===== src/rtl/uart_tx_buffered.sv =====
// Self-timed 8N1 UART transmitter with a small circular input FIFO.
// Bytes are accepted on valid/ready and sent LSB first, back-to-back when queued.
module uart_tx_buffered #(
    parameter int CLK_FREQ   = 50_000_000,
    parameter int BAUD       = 115200,
    parameter int FIFO_DEPTH = 4,
    parameter int STOP_BITS  = 1
) (
    input  logic                          clk,
    input  logic                          reset,
    input  logic [7:0]                    i_data,
    input  logic                          i_valid,
    output logic                          o_ready,
    output logic                          tx,
    output logic                          o_busy,
    output logic                          o_done,
    output logic [$clog2(FIFO_DEPTH):0]   o_fifo_count
);

    localparam int CPB = CLK_FREQ / BAUD;
    localparam int BW  = (CPB > 1) ? $clog2(CPB) : 1;
    localparam int PW  = $clog2(FIFO_DEPTH);
    localparam int CW  = PW + 1;
    localparam logic [BW-1:0] BAUD_LAST = BW'(CPB - 1);
    localparam logic [2:0]    STOP_LAST = 3'(STOP_BITS - 1);
    localparam logic [CW-1:0] FULL      = CW'(FIFO_DEPTH);

    typedef enum logic [1:0] {S_IDLE, S_START, S_DATA, S_STOP} state_t;

    logic [7:0]    mem_q [FIFO_DEPTH];
    logic [PW-1:0] wr_ptr_q, rd_ptr_q;
    logic [CW-1:0] count_q, count_d;
    logic          ready_q;
    state_t        state_q, state_d;
    logic [BW-1:0] baud_q, baud_d;
    logic [2:0]    bit_q, bit_d;
    logic [7:0]    shift_q, shift_d;
    logic          tx_q, tx_d, busy_q, busy_d, done_q, done_d;
    logic          push_s, pop_s, baud_last_s;

    assign push_s       = i_valid && ready_q;
    assign baud_last_s  = (baud_q == BAUD_LAST);
    assign o_ready      = ready_q;
    assign tx           = tx_q;
    assign o_busy       = busy_q;
    assign o_done       = done_q;
    assign o_fifo_count = count_q;

    // FIFO occupancy after this edge's push/pop
    always_comb begin
        count_d = count_q;
        if (push_s && !pop_s) begin
            count_d = count_q + CW'(1);
        end else if (!push_s && pop_s) begin
            count_d = count_q - CW'(1);
        end else begin
            count_d = count_q;
        end
    end

    // FIFO storage; full-state writes never reach here because push needs ready
    always_ff @(posedge clk) begin
        if (push_s) begin
            mem_q[wr_ptr_q] <= i_data;
        end
    end

    // FIFO pointers, count and ready flag
    always_ff @(posedge clk or posedge reset) begin
        if (reset) begin
            wr_ptr_q <= '0;
            rd_ptr_q <= '0;
            count_q  <= '0;
            ready_q  <= 1'b1;
        end else begin
            if (push_s) wr_ptr_q <= wr_ptr_q + PW'(1);
            if (pop_s)  rd_ptr_q <= rd_ptr_q + PW'(1);
            count_q <= count_d;
            ready_q <= (count_d != FULL);
        end
    end

    // Frame sequencer: baud counter wraps every bit, bit_q counts data then stop bits
    always_comb begin
        state_d = state_q;
        baud_d  = baud_q;
        bit_d   = bit_q;
        shift_d = shift_q;
        pop_s   = 1'b0;
        case (state_q)
            S_IDLE: begin
                if (count_q != '0) begin
                    pop_s   = 1'b1;
                    shift_d = mem_q[rd_ptr_q];
                    baud_d  = '0;
                    state_d = S_START;
                end else begin
                    baud_d = '0;
                end
            end
            S_START: begin
                if (baud_last_s) begin
                    baud_d  = '0;
                    bit_d   = 3'd0;
                    state_d = S_DATA;
                end else begin
                    baud_d = baud_q + BW'(1);
                end
            end
            S_DATA: begin
                if (baud_last_s) begin
                    baud_d  = '0;
                    shift_d = {1'b0, shift_q[7:1]};
                    if (bit_q == 3'd7) begin
                        bit_d   = 3'd0;
                        state_d = S_STOP;
                    end else begin
                        bit_d = bit_q + 3'd1;
                    end
                end else begin
                    baud_d = baud_q + BW'(1);
                end
            end
            S_STOP: begin
                if (baud_last_s) begin
                    baud_d = '0;
                    if (bit_q == STOP_LAST) begin
                        bit_d = 3'd0;
                        if (count_q != '0) begin
                            pop_s   = 1'b1;
                            shift_d = mem_q[rd_ptr_q];
                            state_d = S_START;
                        end else begin
                            state_d = S_IDLE;
                        end
                    end else begin
                        bit_d = bit_q + 3'd1;
                    end
                end else begin
                    baud_d = baud_q + BW'(1);
                end
            end
            default: begin
                state_d = S_IDLE;
                baud_d  = '0;
                bit_d   = 3'd0;
            end
        endcase
    end

    // Line outputs follow the sequencer state by one register stage
    always_comb begin
        tx_d   = 1'b1;
        busy_d = (state_q != S_IDLE);
        done_d = (state_q == S_STOP) && baud_last_s && (bit_q == STOP_LAST);
        case (state_q)
            S_IDLE:  tx_d = 1'b1;
            S_START: tx_d = 1'b0;
            S_DATA:  tx_d = shift_q[0];
            S_STOP:  tx_d = 1'b1;
            default: tx_d = 1'b1;
        endcase
    end

    // Sequencer and output registers
    always_ff @(posedge clk or posedge reset) begin
        if (reset) begin
            state_q <= S_IDLE;
            baud_q  <= '0;
            bit_q   <= 3'd0;
            shift_q <= 8'd0;
            tx_q    <= 1'b1;
            busy_q  <= 1'b0;
            done_q  <= 1'b0;
        end else begin
            state_q <= state_d;
            baud_q  <= baud_d;
            bit_q   <= bit_d;
            shift_q <= shift_d;
            tx_q    <= tx_d;
            busy_q  <= busy_d;
            done_q  <= done_d;
        end
    end

endmodule

===== config.mk =====
export PLATFORM = sky130hd
export DESIGN_NAME = uart_tx_buffered
export DESIGN_NICKNAME = d
export VERILOG_FILES = /design/src/rtl/uart_tx_buffered.sv
export SDC_FILE = /design/constraint.sdc
export NUM_CORES = 1
export LEC_CHECK = 0
export BUFFER_PORTS_ARGS = -buffer_cell sky130_fd_sc_hd__buf_2
export CAP_MARGIN = 20
export CORE_ASPECT_RATIO = 0.6
export CORE_MARGIN = 2
export CORE_UTILIZATION = 45
export CTS_BUF_LIST = sky130_fd_sc_hd__clkbuf_4
export DETAILED_ROUTE_END_ITERATION = 10
export PLACE_DENSITY = 0.68
export RECOVER_POWER = 25
export REMOVE_ABC_BUFFERS = 1
export SYNTH_ARGS = -nofsm -noshare
export SYNTH_HDL_FRONTEND = slang
export SYNTH_SLANG_ARGS = --single-unit

===== constraint.sdc =====
create_clock -name clk -period 2.8 [get_ports clk]
set_input_delay 0 -clock clk [delete_from_list [all_inputs] [get_ports clk]]
set_output_delay 0 -clock clk [all_outputs]
set_load 0.05 [all_outputs]

**Yosys cells after proc, flatten, opt, wreduce, memory -nomap -nowiden**

Memory sizes are Yosys's and may differ from the RTL's.
Cells that the tools add are included.

- Memories kept: 1
- Logic and storage cells: 78
- Bits in writable memories: 32
- Flip-flop bits (word level): 33

Memories:

| name | depth | width | read ports | clocked after Yosys merged registers in | wr ports | RTL line | RTL |
|---|---|---|---|---|---|---|---|
| mem_q | 4 | 8 | 1 | 0 | 1 | 30 | `logic [7:0] mem_q [FIFO_DEPTH];` |

- Reduce and logical (&&, ||, !) cells: 18
- Mux-type cells: 30
- $add $sub $neg: 6
- Equal/unequal tests: 12

Operators with widths:

| kind | count |
|---|---|
| 8-bit two-way mux | 4 |
| 8-bit one-hot mux with 3 select lines | 1 |
| 3-bit two-way mux | 7 |
| 9-bit one-hot mux with 2 select lines | 1 |
| 2-bit two-way mux | 6 |
| 2-bit inequality test, second input constant | 6 |
| 9-bit by 1-bit adder with 9-bit output, second input constant | 1 |
| 9-bit == test, second input constant | 1 |
| 9-bit two-way mux | 1 |
| 3-bit one-hot mux with 3 select lines | 1 |
| 3-bit nonzero test | 3 |
| 2-bit one-hot mux with 4 select lines | 1 |
| 4-bit AND reduction | 2 |
| 3-bit by 1-bit adder with 3-bit output, second input constant | 2 |
| 1-bit two-way mux | 6 |
| 6-bit AND reduction | 1 |
| 1-bit logical AND | 5 |
| 2-bit by 1-bit adder with 2-bit output, second input constant | 2 |
| 2-bit == test, second input constant | 2 |
| 3-bit == test, second input constant | 1 |
| 3-bit logical NOT | 1 |
| 3-bit inequality test, second input constant | 1 |
| 1-bit one-hot mux with 3 select lines | 1 |
| 3-bit OR reduction | 1 |
| 7 further kinds | 8 |

**Depth between registers and ports, before layout**

Gate-level depths: netlist of run 1.

- Depth after elaboration: 9
- Gate-level depth with buffers: 8
- Depth with buffers taken out: 7

**Least setup slack after synthesis of run 1**

Ideal clock, no wire load.

- Kind: register -> register
- From: reg count_q[0], in the netlist o_fifo_count[0]
- To: reg ready_q, in the netlist o_ready
- Buffers on the path: 0
- Setup slack: 0.540 ns
- Stages on the path, launching flop included: 8
- Data arrival time: 2.166 ns
- Data required time: 2.706 ns
- Library setup time: 0.094 ns
- Path through: dfrtp_1 > inv_1 > ha_1 > nor2b_1 > o211a_1 > o21a_1 > a221oi_2 > or4b_1

- Longest elaborated chain between the ends: 9
- Elaborated cells between the ends (all ways): 13
- Classes of those cells: 2 x add/sub; 1 x eq/ne; 6 x mux; 4 x reduce/logical

Ends and longest elaborated chain:

| element | RTL line | RTL |
|---|---|---|
| start, declared | 32 | `logic [CW-1:0] count_q, count_d;` |
| start signal, assigned | 78 | `count_q <= count_d;` |
| 3-bit nonzero test | 92, 129 |  |
| 1-bit two-way mux | 92, 129 |  |
| 1-bit two-way mux | 127 | `if (bit_q == STOP_LAST) begin` |
| 1-bit two-way mux | 125 | `if (baud_last_s) begin` |
| 1-bit one-hot mux with 2 select lines | 90 | `case (state_q)` |
| 1-bit logical AND or 1-bit logical NOT (tied branches) | 54, 52 |  |
| 3-bit two-way mux or 1-bit logical AND (tied branches) | 54, 52 |  |
| 3-bit two-way mux (*) | 52 | `if (push_s && !pop_s) begin` |
| via count_d[2] | 32 |  |
| 3-bit inequality test (*) | 79 | `ready_q <= (count_d != FULL);` |
| end signal, assigned | 79 |  |
| end, declared | 33 | `logic ready_q;` |

The timed path passes the listed nets; every way through them passes the cells marked *.
A chain may end at the register's enable or synchronous reset.

**Worst setup path in the final report of run 1**

- From: reg state_q[0]
- To: reg state_q[0]

- Longest elaborated chain between the ends: 3
- Elaborated cells between the ends (all ways): 12
- Classes of those cells: 9 x eq/ne; 1 x mux; 2 x reduce/logical

Ends and longest elaborated chain:

| element | RTL line | RTL |
|---|---|---|
| start, declared | 34 | `state_t state_q, state_d;` |
| start signal, assigned | 176 | `state_q <= state_d;` |
| 2-bit == test (tied with other cells) | 90 |  |
| 2-bit inequality test (no source line) | -- |  |
| 6-bit AND reduction (no source line) | -- |  |

Several ways; a longest one is shown, not always the timed one.

==> out/metrics.yaml, run 1 <==
status: "complete, no violations"
period_needed_ns: 2.37
finalMaxSlewViolations: 0
synth-seq-cells: 65
avgSynthCellArea_um2: 14.2
gr-total-overflow: 0
ioPinCount: 18
worst-path-max-fanout: 16
port_buffers: 17
critical-path-slowest-cell: "a221oi_1"
vdd_drop_max_mv: 0.584
setup_tns_ns: 0
syn-cell-area_um2: 3030
drt_iter0_drc: 76
nFillCells: 555
fp-row-count: 23
cpLargestDelayFamily: "compound AO/OA/AOI/OAI gates"
ys_seq_area_frac: 0.591
cts_resized: 0
end_kind: "flop"
hp-start: "i_valid"
antennaDiodeCount: 0
utilization: 0.516
cp.required_ns: 3.10
place_congestion: 0.781
setup_violations: 0
drive_gt1_frac: 0.231
die_area_um2: 7430
antenna_found_initial: 0
max_stage_delay_ns: 0.52
synthDistinctLibCells: 46
arrival_ns: 2.67
drt_wl_total_um: 5120
multi_input_area_um2: 1150
clk_latency_ns: 0.40
crit_start: "state_q[0]"
grt_pass1_wl_um: 8420
dpl.cell_count: 313
hpwl_um: 3650
grt_pass1_vias: 1733
path_class: "reg2reg"
critPathBufInv: 1
root_buffer: "clkbuf_4"
netlist_instances: 214
start_kind: "flop"
die_w_um: 110
relSlewSlack: 0.547
fmax_mhz: 422
final_net_count: 273
dr_total_vias: 1739
ant_nets: 0
h-tree-depth: 3
power_mw: 3.61
cts_tree: "done"
async_reset_ff_frac: 0.508
initial_core_util: 0.460
synth_edf_count: 32
syn_to_final_growth_pct: 12.2
synth-warning-count: 0
clock_sinks: 65
worst_slew_pin_slew_ns: 0.679
drtPass1Iterations: 4
die_h_um: 67.6
drc_errors: 0
skew_ns: 0.0154
finalHoldViolations: 0
grt_max_degree: 19
p_leak_nw: 1.38
routed_via_density: 5.14
clockBufferDepth: 2
drv_cap: 0
clkTransAtPathRegs_ns: 0.10
path_cells: "inv_1 > ha_1 > or3_1 > a221oi_1 > a22oi_1 > o22a_1"
rsz0062_at_grt: "false"
instances_no_fill: 338
worstReg2RegStart: "state_q[0]"
regArea_um2: 1790
track_usage: 0.157
hold_class: "in2reg"
synthFlopType: "edfxtp_1"
finalCritPeriodShare: 0.846
cellPowerDensity_nw_per_um2: 1060
cts_made_buffers: 9
wire_per_inst_um: 15.1
core_um2: 6590
==> cell type report <==
| cell class | instances | share of cell area |
|---|---|---|
| Timing Repair Buffer | 27 | 0.0508 |
| Inverter | 12 | 0.0132 |
| Clock inverter | 5 | 0.0140 |
| Multi-Input combinational cell | 131 | 0.339 |
| Sequential cell | 65 | 0.526 |
| Clock buffer | 11 | 0.0243 |
| Tap cell | 87 | 0.0320 |
==> stage by stage <==
| step | hold slack (ns) | cell area (um2) | setup slack (ns) |
|---|---|---|---|
| 2_1_floorplan | 0.0989 | 2990 | 0.540 |
| 3_3_place_gp | 0.140 | 3190 | 0.580 |
| 3_5_place_dp | 0.145 | 3190 | 0.449 |
| 4_1_cts | 0.0625 | 3410 | 0.427 |
| 5_1_grt | 0.102 | 3400 | 0.262 |
| 6_report | 0.0972 | 3400 | 0.432 |
==> placed cells by master (no fill, tap or decap), types with 3 or more instances in the layout <==
master and instances:
mux2_2 15, dlygate4sd3_1 9, nand3_1 4, o21ai_0 6, clkbuf_1 8, nor2_1 12
dfrtp_1 31, buf_2 9, a21oi_1 6, inv_1 12, nand2b_1 3, ha_1 16
nand2_1 15, and3_1 6, xor2_1 4, mux4_2 8, clkbuf_4 11, xnor2_1 6
edfxtp_1 32
==> cell families (layout without fill, tap and decap cells) <==
| kind of cell | after synthesis | count (layout) | synth area share |
|---|---|---|---|
| fa+ha+maj | 16 | 16 | 0.0661 |
| simple gates | 55 | 55 | 0.102 |
| compound gates | 24 | 24 | 0.0566 |
| xor+xnor | 11 | 11 | 0.0343 |
| mux | 25 | 25 | 0.122 |
| buf+inv | 18 | 55 | 0.0285 |
| flops | 65 | 65 | 0.591 |
==> path summary, 6_finish.rpt <==
| kind | end | slack [ns] | cells past startpoint |
|---|---|---|---|
| max | state_q[0] | 0.43 | 6 |
| min | o_fifo_count[2] | 0.1 | 4 |
| max reg2reg | state_q[0] | 0.43 | 6 |
| min reg2reg | baud_q[0] | 0.49 | 1 |
| max in group asynchronous | tx | 1.79 | 4 |
| min in group asynchronous | baud_q[4] | 0.25 | 3 |
==> synth_stat cells (2+ instances only) <==
cell,n,area share
nand3_1,4,0.0066
a21oi_1,6,0.0099
edfxtp_1,32,0.32
mux2_2,15,0.056
xnor2_1,6,0.017
dfstp_2,2,0.017
dfrtp_1,31,0.26
and3_1,6,0.012
inv_1,12,0.015
clkbuf_1,3,0.0037
xor2_1,4,0.012
mux2i_1,2,0.0066
buf_2,2,0.0033
ha_1,16,0.066
o21ai_0,6,0.0099
nand2b_1,3,0.0062
nor2b_1,2,0.0041
nand2_1,15,0.019
mux4_2,8,0.059
nor2_1,12,0.015
or3_1,2,0.0041
==> flip-flops by register name (all words and copies together), names as in the netlist, 2 cells and up <==
register and cells:
mem_q 32, state_q 2, o_fifo_count 3, baud_q 9, rd_ptr_q 2, wr_ptr_q 2
bit_q 3, shift_q 8
==> power breakdown <==
part | internal, mW | switching [mW]
clock | 0.284 | 0.306
combinational | 0.710 | 0.802
sequential | 1.30 | 0.207
total | 2.29 | 1.32
==> per-layer routing <==
metal	track usage	wire length (um)	vias up
li1	-	-	841
met1	0.230	2610	857
met2	0.211	2170	36
met3	0.0627	281	5
met4	0.0538	64	0
met5	0	0	-
==> repair_timing <==
| item | 4_1_cts | 5_1_grt |
|---|---|---|
| hold buffers | 9 | 0 |
| setup buffers | 0 | 0 |
| hold endpoints to repair | 48 | 0 |
==> worst reg2reg max path, cell delays in order (launching register included) <==
cell	delay, ns
dfrtp_1	0.42
inv_1	0.11
ha_1	0.41
or3_1	0.46
a221oi_1	0.52
a22oi_1	0.13
o22a_1	0.21
(Power assumes the default switching activity.)
==> run 2: changes to the inputs <==
ABC_AREA = 1   (was default)
clock period = 2.3 ns   (was 2.8 ns; I/O delays follow)
==> run 2 against run 1 <==
  * The run now ends with capacitance limit, slew limit left
  * Highest routed layer unchanged
  * Largest cell class unchanged
  * Hold slack got worse by 0.055 ns
  * Routed wire length increased by 6.6%
  * Register-to-register slack got worse by 0.12 ns
  * Non-clock buffer count increased by 5
  * Count of clock-buffer cells in the layout unchanged
  * Critical endpoint unchanged
  * Setup slack got worse by 0.12 ns
  * Die area decreased by 0.59%
  * Power decreased by 19%
  * Sequential cell count unchanged
==> out/metrics.yaml, run 2 <==
status: "complete, but fails checks"  # was complete, no violations
violations: "capacitance limit, slew limit"
final_cell_mix: "nand2_1 (43), nor2_1 (40), inv_1 (32), edfxtp_1 (32), dfrtp_1 (31)"  # was edfxtp_1 (32), dfrtp_1 (31), ha_1 (16)
setup_tns_ns: 0  # unchanged
worst_path_most_repeated_cell: "o21ai_0"
synth-warning-count: 0  # unchanged
instances_no_fill: 423  # was 338
netSwitchingFraction: 0.319  # was 0.365
synthDistinctLibCells: 31  # was 46
root_buffer: "clkbuf_4"  # unchanged
clock_sinks: 65  # unchanged
utilization: 0.522  # was 0.516
hpwl_um: 3790  # was 3650 um
synthFlopType: "edfxtp_1"  # unchanged
synth_commonest_cells: "nand2_1 (43), nor2_1 (40), edfxtp_1 (32), inv_1 (32), dfrtp_1 (31)"  # was edfxtp_1 (32), dfrtp_1 (31), ha_1 (16)
worst-path-max-fanout: 11  # was 16
die_w_um: 110  # about the same
p_seq_frac: 0.512  # was 0.417
gr-total-overflow: 0  # unchanged
largest_reg_flops: 32  # unchanged
drt_wl_total_um: 5460  # was 5120 um
start_kind: "flop"  # unchanged
cts_made_buffers: 9  # unchanged
syn_to_final_growth_pct: 13.7  # was 12.2%
worstRegToRegCells: 8  # was 6
p_switching_mw: 0.928  # was 1.32 mW
fmax_mhz: 502  # was 422 MHz
ioPinCount: 18  # unchanged
drive_gt1_frac: 0.140  # was 0.231
power.internal_mw: 1.98  # was 2.29 mW
skew_ns: 0.0144  # was 0.0154 ns
final_common_cell: "nand2_1"  # was edfxtp_1
antennaDiodeCount: 0  # unchanged
clk_latency_ns: 0.42  # was 0.40 ns
period_needed_ns: 1.99  # was 2.37 ns
vdd_drop_max_mv: 0.643  # was 0.584 mV
regMostFlops: "mem_q"  # unchanged
reg_top3: "mem_q x32, baud_q x9, shift_q x8"  # unchanged
clockBufferDepth: 2  # unchanged
holdPathStages: 3  # was 4
synth_top_area_frac: 0.319  # was 0.317
ys_seq_area_frac: 0.594  # was 0.591
cts_resized: 0  # unchanged
relSlewSlack: -0.212  # was 0.547
worstReg2RegStart: "state_q[0]"  # unchanged
crit_start: "state_q[0]"  # unchanged
finalCritPeriodShare: 0.866  # was 0.846
power_frac_comb: 0.237  # was 0.419
finalHoldViolations: 0  # unchanged
timing.final.ws_setup_ns: 0.308  # was 0.432 ns
drc_errors: 0  # unchanged
post_cts_buffers: 0  # unchanged
grt_pass1_wl_um: 9200  # was 8420 um
async_reset_ff_frac: 0.508  # unchanged
track_usage: 0.173  # was 0.157
antenna_found_initial: 0  # unchanged
h-tree-depth: 3  # unchanged
drtPass1Iterations: 4  # unchanged
arrival_ns: 2.29  # was 2.67 ns
reg2reg_slack_ns: 0.31  # was 0.43 ns
avgSynthCellArea_um2: 10.2  # was 14.2 um2
routed_via_density: 4.91  # was 5.14
ys_top_cells_by_area: "edfxtp_1 (32%), dfrtp_1 (26%), ha_1 (6.7%)"  # was edfxtp_1 (32%), dfrtp_1 (26%), ha_1 (6.6%)
yosys.area.top_type: "edfxtp_1"  # unchanged
max_stage_delay_ns: 0.41  # was 0.52 ns
end_kind: "flop"  # unchanged
place_congestion: 0.793  # was 0.781
min_to: "wr_ptr_q[0]"  # was o_fifo_count[2]
clkTransAtPathRegs_ns: 0.10  # about the same
rsz0062_at_grt: "false"  # unchanged
finalMaxSlewViolations: 34  # was 0
die_h_um: 67.4  # was 67.6 um
p_leak_nw: 1.53  # was 1.38 nW
cts_tree: "done"  # unchanged
drt_iter0_drc: 124  # was 76
initial_core_util: 0.459  # was 0.460
hold_buffers: 9  # unchanged
cellPowerDensity_nw_per_um2: 849  # was 1060 nW/um2
dp_slack_ns: 0.360  # was 0.449 ns
netlist_instances: 294  # was 214
path_class: "reg2reg"  # unchanged
core_um2: 6560  # was 6590 um2
dr_total_vias: 2076  # was 1739
path_cells: "inv_1 > ha_1 > inv_1 > o21ai_0 > nor2_1 > o211ai_1 > o21ai_0 > o21ai_0"  # was inv_1 > ha_1 > or3_1 > a221oi_1 > a22oi_1 > o22a_1
ant_nets: 0  # unchanged
wire_per_inst_um: 12.9  # was 15.1 um
cp.required_ns: 2.59  # was 3.10 ns
hold_class: "in2reg"  # unchanged
final_net_count: 358  # was 273
synth-seq-cells: 65  # unchanged
nFillCells: 599  # was 555
drv_cap: 1  # was 0
critPathBufInv: 2  # was 1
grt_pass1_vias: 1903  # was 1733
die_area_um2: 7380  # was 7430 um2
critical-path-slowest-cell: "dfrtp_1"  # was a221oi_1
grt_max_degree: 34  # was 19
setup_violations: 0  # unchanged
synthMostInstantiatedCell: "nand2_1"  # was edfxtp_1
cpLargestDelayFamily: "compound AO/OA/AOI/OAI gates"  # unchanged
syn-cell-area_um2: 3010  # was 3030 um2
port_buffers: 17  # unchanged
fp-row-count: 23  # unchanged
p_clk_frac: 0.251  # was 0.164
hp-start: "i_valid"  # unchanged
r2r_end: "state_q[0]"  # unchanged
synth_edf_count: 32  # unchanged
worst_slew_pin_slew_ns: 1.82  # was 0.679 ns
dpl.cell_count: 398  # was 313
## run 2: cell types whose count changed after synthesis, moves of 5 or more
| cell | change |
|---|---|
| nand2_1 | +28 |
| nor2_1 | +28 |
| inv_1 | +20 |
| a21oi_1 | +18 |
| mux2_2 | -15 |
| o21ai_0 | +15 |
| mux4_2 | -8 |
| nand2_2 | +7 |
| o22ai_1 | +6 |
| and3_1 | -5 |
## run 2: through the flow
step                      instance area, um2  total power [mW]  hold slack [ns]
after detailed placement                3220              2.20            0.113
after global routing                    3420              3.11           0.0666
after global placement                  3220              2.18            0.114
after CTS                               3440              2.94           0.0214
after floorplan                         2980              2.00           0.0989
final                                   3420              2.91           0.0427
## run 2: layer usage
metal,routed length (um),up-vias,GRT usage,part of all wire
met5,0,-,0,0
met3,471,12,0.0734,0.086
met1,2720,948,0.250,0.50
met4,107,0,0.0744,0.020
li1,-,1049,-,-
met2,2160,67,0.223,0.40
## run 2: layout make-up
class,instances,area [um2],share of cell area
repair buffers,32,206,0.0603
multi-input cells,188,1060,0.308
clock inverters,5,47.5,0.0139
flip-flops and latches,65,1790,0.523
clock buffers,11,82.6,0.0241
inverters,35,133,0.0387
well taps,87,109,0.0318
## run 2: kinds of logic (layout without fill, tap and decap cells)
kind of cell,after synthesis,count (layout),synth area share
adders and majority gates,16,16,0.0665
and+or+nand+nor,111,111,0.170
buffers and inverters,41,83,0.0549
AOI/OAI and AO/OA,55,55,0.0964
DFF,65,65,0.594
xor gates and xnor gates,6,6,0.0175
## run 2: worst max-delay path by stage
stage                            end  slack [ns]  depth (start not counted)
final                     state_q[0]        0.31                          8
after global routing      shift_q[2]         0.1                          4
after CTS                 state_q[0]        0.34                          8
after detailed placement  state_q[0]        0.36                          8
after global placement    state_q[0]        0.44                          8
after floorplan              o_ready        0.42                         12
## run 2: worst reg2reg max path, delay by kind of cell, from the launching register on
family,cells,cell delay (ns)
compound gates,4,0.63
fa+ha+maj,1,0.32
buf+inv,2,0.39
flops,1,0.41
simple gates,1,0.13
## run 2: power groups by stage
stage / sequential, mW / combinational, mW / clock (mW)
2_1_floorplan: 1.62 / 0.378 / 0
3_5_place_dp: 1.51 / 0.685 / 0
5_1_grt: 1.51 / 0.786 / 0.817
6_report: 1.49 / 0.689 / 0.729
3_3_place_gp: 1.51 / 0.673 / 0
4_1_cts: 1.49 / 0.700 / 0.753
==> run 3: changes to the inputs <==
CORE_UTILIZATION = 25   (was 45)
PLACE_DENSITY = 0.46   (was 0.68)
==> run 3 against run 2 <==
  * The run now ends clean
  * Largest cell class unchanged
  * Cell count rose by 18%
  * Design area rose by 4.3%
  * Combinational power rose by 1%
  * Largest power group unchanged
  * Clock skew barely moved
  * Utilization fell by 21 points
  * Non-clock buffer count rose by 1
  * Via count fell by 1.9%
==> out/metrics.yaml, run 3 (same netlist as run 2, synthesis figures left out) <==
design_area_um2: 3570  # was 3420 um2
worst_path_most_repeated_cell: "o21ai_0"  # unchanged
drt_iter0_drc: 124  # unchanged
arrival_ns: 2.32  # was 2.29 ns
power_mw: 3.07  # was 2.91 mW
grt_pass1_vias: 1948  # was 1903
grt_use_met3: 0.0383  # was 0.0734
dpl.cell_count: 471  # was 398
cp.required_ns: 2.64  # was 2.59 ns
met1_usage: 0.154  # was 0.250
grt_busiest_layer: "met1"  # unchanged
regArea_um2: 1790  # unchanged
cts_tree: "done"  # unchanged
cpLargestDelayFamily: "compound AO/OA/AOI/OAI gates"  # unchanged
gr-total-overflow: 0  # unchanged
placed_area_um2: 3310  # was 3220 um2
p_leak_nw: 1.55  # was 1.53 nW
regMostFlops: "mem_q"  # unchanged
hold_class: "in2reg"  # unchanged
dp_slack_ns: 0.306  # was 0.360 ns
multi_input_area_um2: 1060  # about the same
grtUsageMet2: 0.136  # was 0.223
hold_slack_ns: 0.0559  # was 0.0427 ns
grt_pass1_wl_um: 10100  # was 9200 um
port_buffers: 17  # unchanged
worst-path-max-fanout: 11  # unchanged
fmax_mhz: 505  # was 502 MHz
cts_made_buffers: 9  # unchanged
end_kind: "flop"  # unchanged
final_common_cell: "nand2_1"  # unchanged
clk_latency_ns: 0.43  # was 0.42 ns
final_cell_mix: "nand2_1 (43), nor2_1 (40), edfxtp_1 (32)"  # was nand2_1 (43), nor2_1 (40), inv_1 (32), edfxtp_1 (32), dfrtp_1 (31)
clock_sinks: 65  # unchanged
hpwl_um: 4300  # was 3790 um
path_cells: "inv_1 > ha_2 > clkinvlp_4 > o21ai_0 > nor2_1 > o211ai_1 > o21ai_0 > o21ai_0"  # was inv_1 > ha_1 > inv_1 > o21ai_0 > nor2_1 > o211ai_1 > o21ai_0 > o21ai_0
grt_max_degree: 28  # was 34
routed_via_density: 4.09  # was 4.91
die_w_um: 146  # was 110 um
place_congestion: 0.739  # was 0.793
drive_gt1_frac: 0.154  # was 0.140
period_needed_ns: 1.98  # was 1.99 ns
final_net_count: 359  # was 358
post_cts_buffers: 0  # unchanged
ioPinCount: 18  # unchanged
status: "complete, no violations"  # was complete, but fails checks
relSlewSlack: 0.638  # was -0.212
fp-row-count: 30  # was 23
critical-path-slowest-cell: "dfrtp_1"  # unchanged
max_stage_delay_ns: 0.43  # was 0.41 ns
core_um2: 11500  # was 6560 um2
drt_wl_total_um: 6160  # was 5460 um
start_kind: "flop"  # unchanged
finalCritPeriodShare: 0.862  # was 0.866
utilization: 0.310  # was 0.522
worst_slew_pin_slew_ns: 0.543  # was 1.82 ns
die_area_um2: 13000  # was 7380 um2
antenna_found_initial: 1  # was 0
reg_top3: "mem_q x32, baud_q x9, shift_q x8"  # unchanged
setup_violations: 0  # unchanged
h-tree-depth: 3  # unchanged
clkTransAtPathRegs_ns: 0.11  # was 0.10 ns
finalMaxSlewViolations: 0  # was 34
root_buffer: "clkbuf_4"  # unchanged
critPathBufInv: 2  # unchanged
timing.final.ws_setup_ns: 0.318  # was 0.308 ns
instances_no_fill: 498  # was 423
initial_core_util: 0.261  # was 0.459
vdd_drop_max_mv: 0.460  # was 0.643 mV
path_class: "reg2reg"  # unchanged
clockBufferDepth: 2  # unchanged
largest_reg_flops: 32  # unchanged
drv_cap: 0  # was 1
cellPowerDensity_nw_per_um2: 861  # was 849 nW/um2
rsz0062_at_grt: "false"  # unchanged
dr_total_vias: 2037  # was 2076
drtPass1Iterations: 4  # unchanged
ant_nets: 0  # unchanged
syn_to_final_growth_pct: 18.6  # was 13.7%
die_h_um: 89  # was 67.4 um
nFillCells: 1214  # was 599
wire_per_inst_um: 12.4  # was 12.9 um
skew_ns: 0.0142  # was 0.0144 ns
track_usage: 0.103  # was 0.173
finalHoldViolations: 0  # unchanged
setup_tns_ns: 0  # unchanged
drc_errors: 0  # unchanged
run 3: changes by cell type in the layout (fill, tap and decap cells not counted):
| cell | delta |
|---|---|
| clkbuf_1 | -1 |
| dlygate4sd3_1 | +1 |
| clkinv_1 | -2 |
| inv_1 | -1 |
| ha_2 | +1 |
| ha_1 | -1 |
| buf_4 | +1 |
| clkinv_4 | +2 |
| clkbuf_4 | -2 |
| clkinvlp_4 | +2 |
| bufinv_16 | +1 |
| diode_2 | +1 |
run 3: repair_timing:
action,in CTS,in global routing
hold buffers,10,0
endpoints found under the setup margin,0,1
resized for setup,0,2
endpoints found under the hold margin,64,0
run 3: tightest hold or removal path, delay by kind of cell:
family / cells / cell delay (ns)
xor+xnor: 1 / 0.11
buf+inv: 1 / 0.10
simple gates: 1 / 0.23
run 3: per-layer routing:
metal	routed length, um	part of all wire	up-vias
met5	0	0	-
met4	56	0.0091	0
met3	368	0.060	5
met2	2220	0.36	45
met1	3510	0.57	942
li1	-	-	1045
run 3: area by class of cell:
| cell class | count | area share |
|---|---|---|
| antenna | 1 | 0.000701 |
| clock buffer | 9 | 0.0189 |
| clock inverter | 7 | 0.0266 |
| inverter | 35 | 0.0382 |
| multi-input combinational | 188 | 0.297 |
| sequential | 65 | 0.501 |
| tap | 160 | 0.0561 |
| timing repair buffer | 33 | 0.0617 |
run 3: worst paths after layout:
check	startpoint	depth (start not counted)	to	slack [ns]
worst min-delay path	i_valid	3	wr_ptr_q[0]	0.06
max in group asynchronous	reset	5	tx	1.04
worst min register to register	shift_q[7]	2	shift_q[7]	0.50
worst max register to register	state_q[0]	8	state_q[0]	0.32
min in group asynchronous	reset	4	o_fifo_count[1]	0.57
worst max-delay path	state_q[0]	8	state_q[0]	0.32
run 3: power breakdown:
| group | total, mW | leakage [nW] | internal, mW | switching, mW |
|---|---|---|---|---|
| Sequential | 1.49 | 0.693 | 1.41 | 0.0765 |
| Combinational | 0.699 | 0.770 | 0.221 | 0.479 |
| Clock | 0.886 | 0.0859 | 0.440 | 0.446 |
| Total | 3.07 | 1.55 | 2.07 | 1.00 |
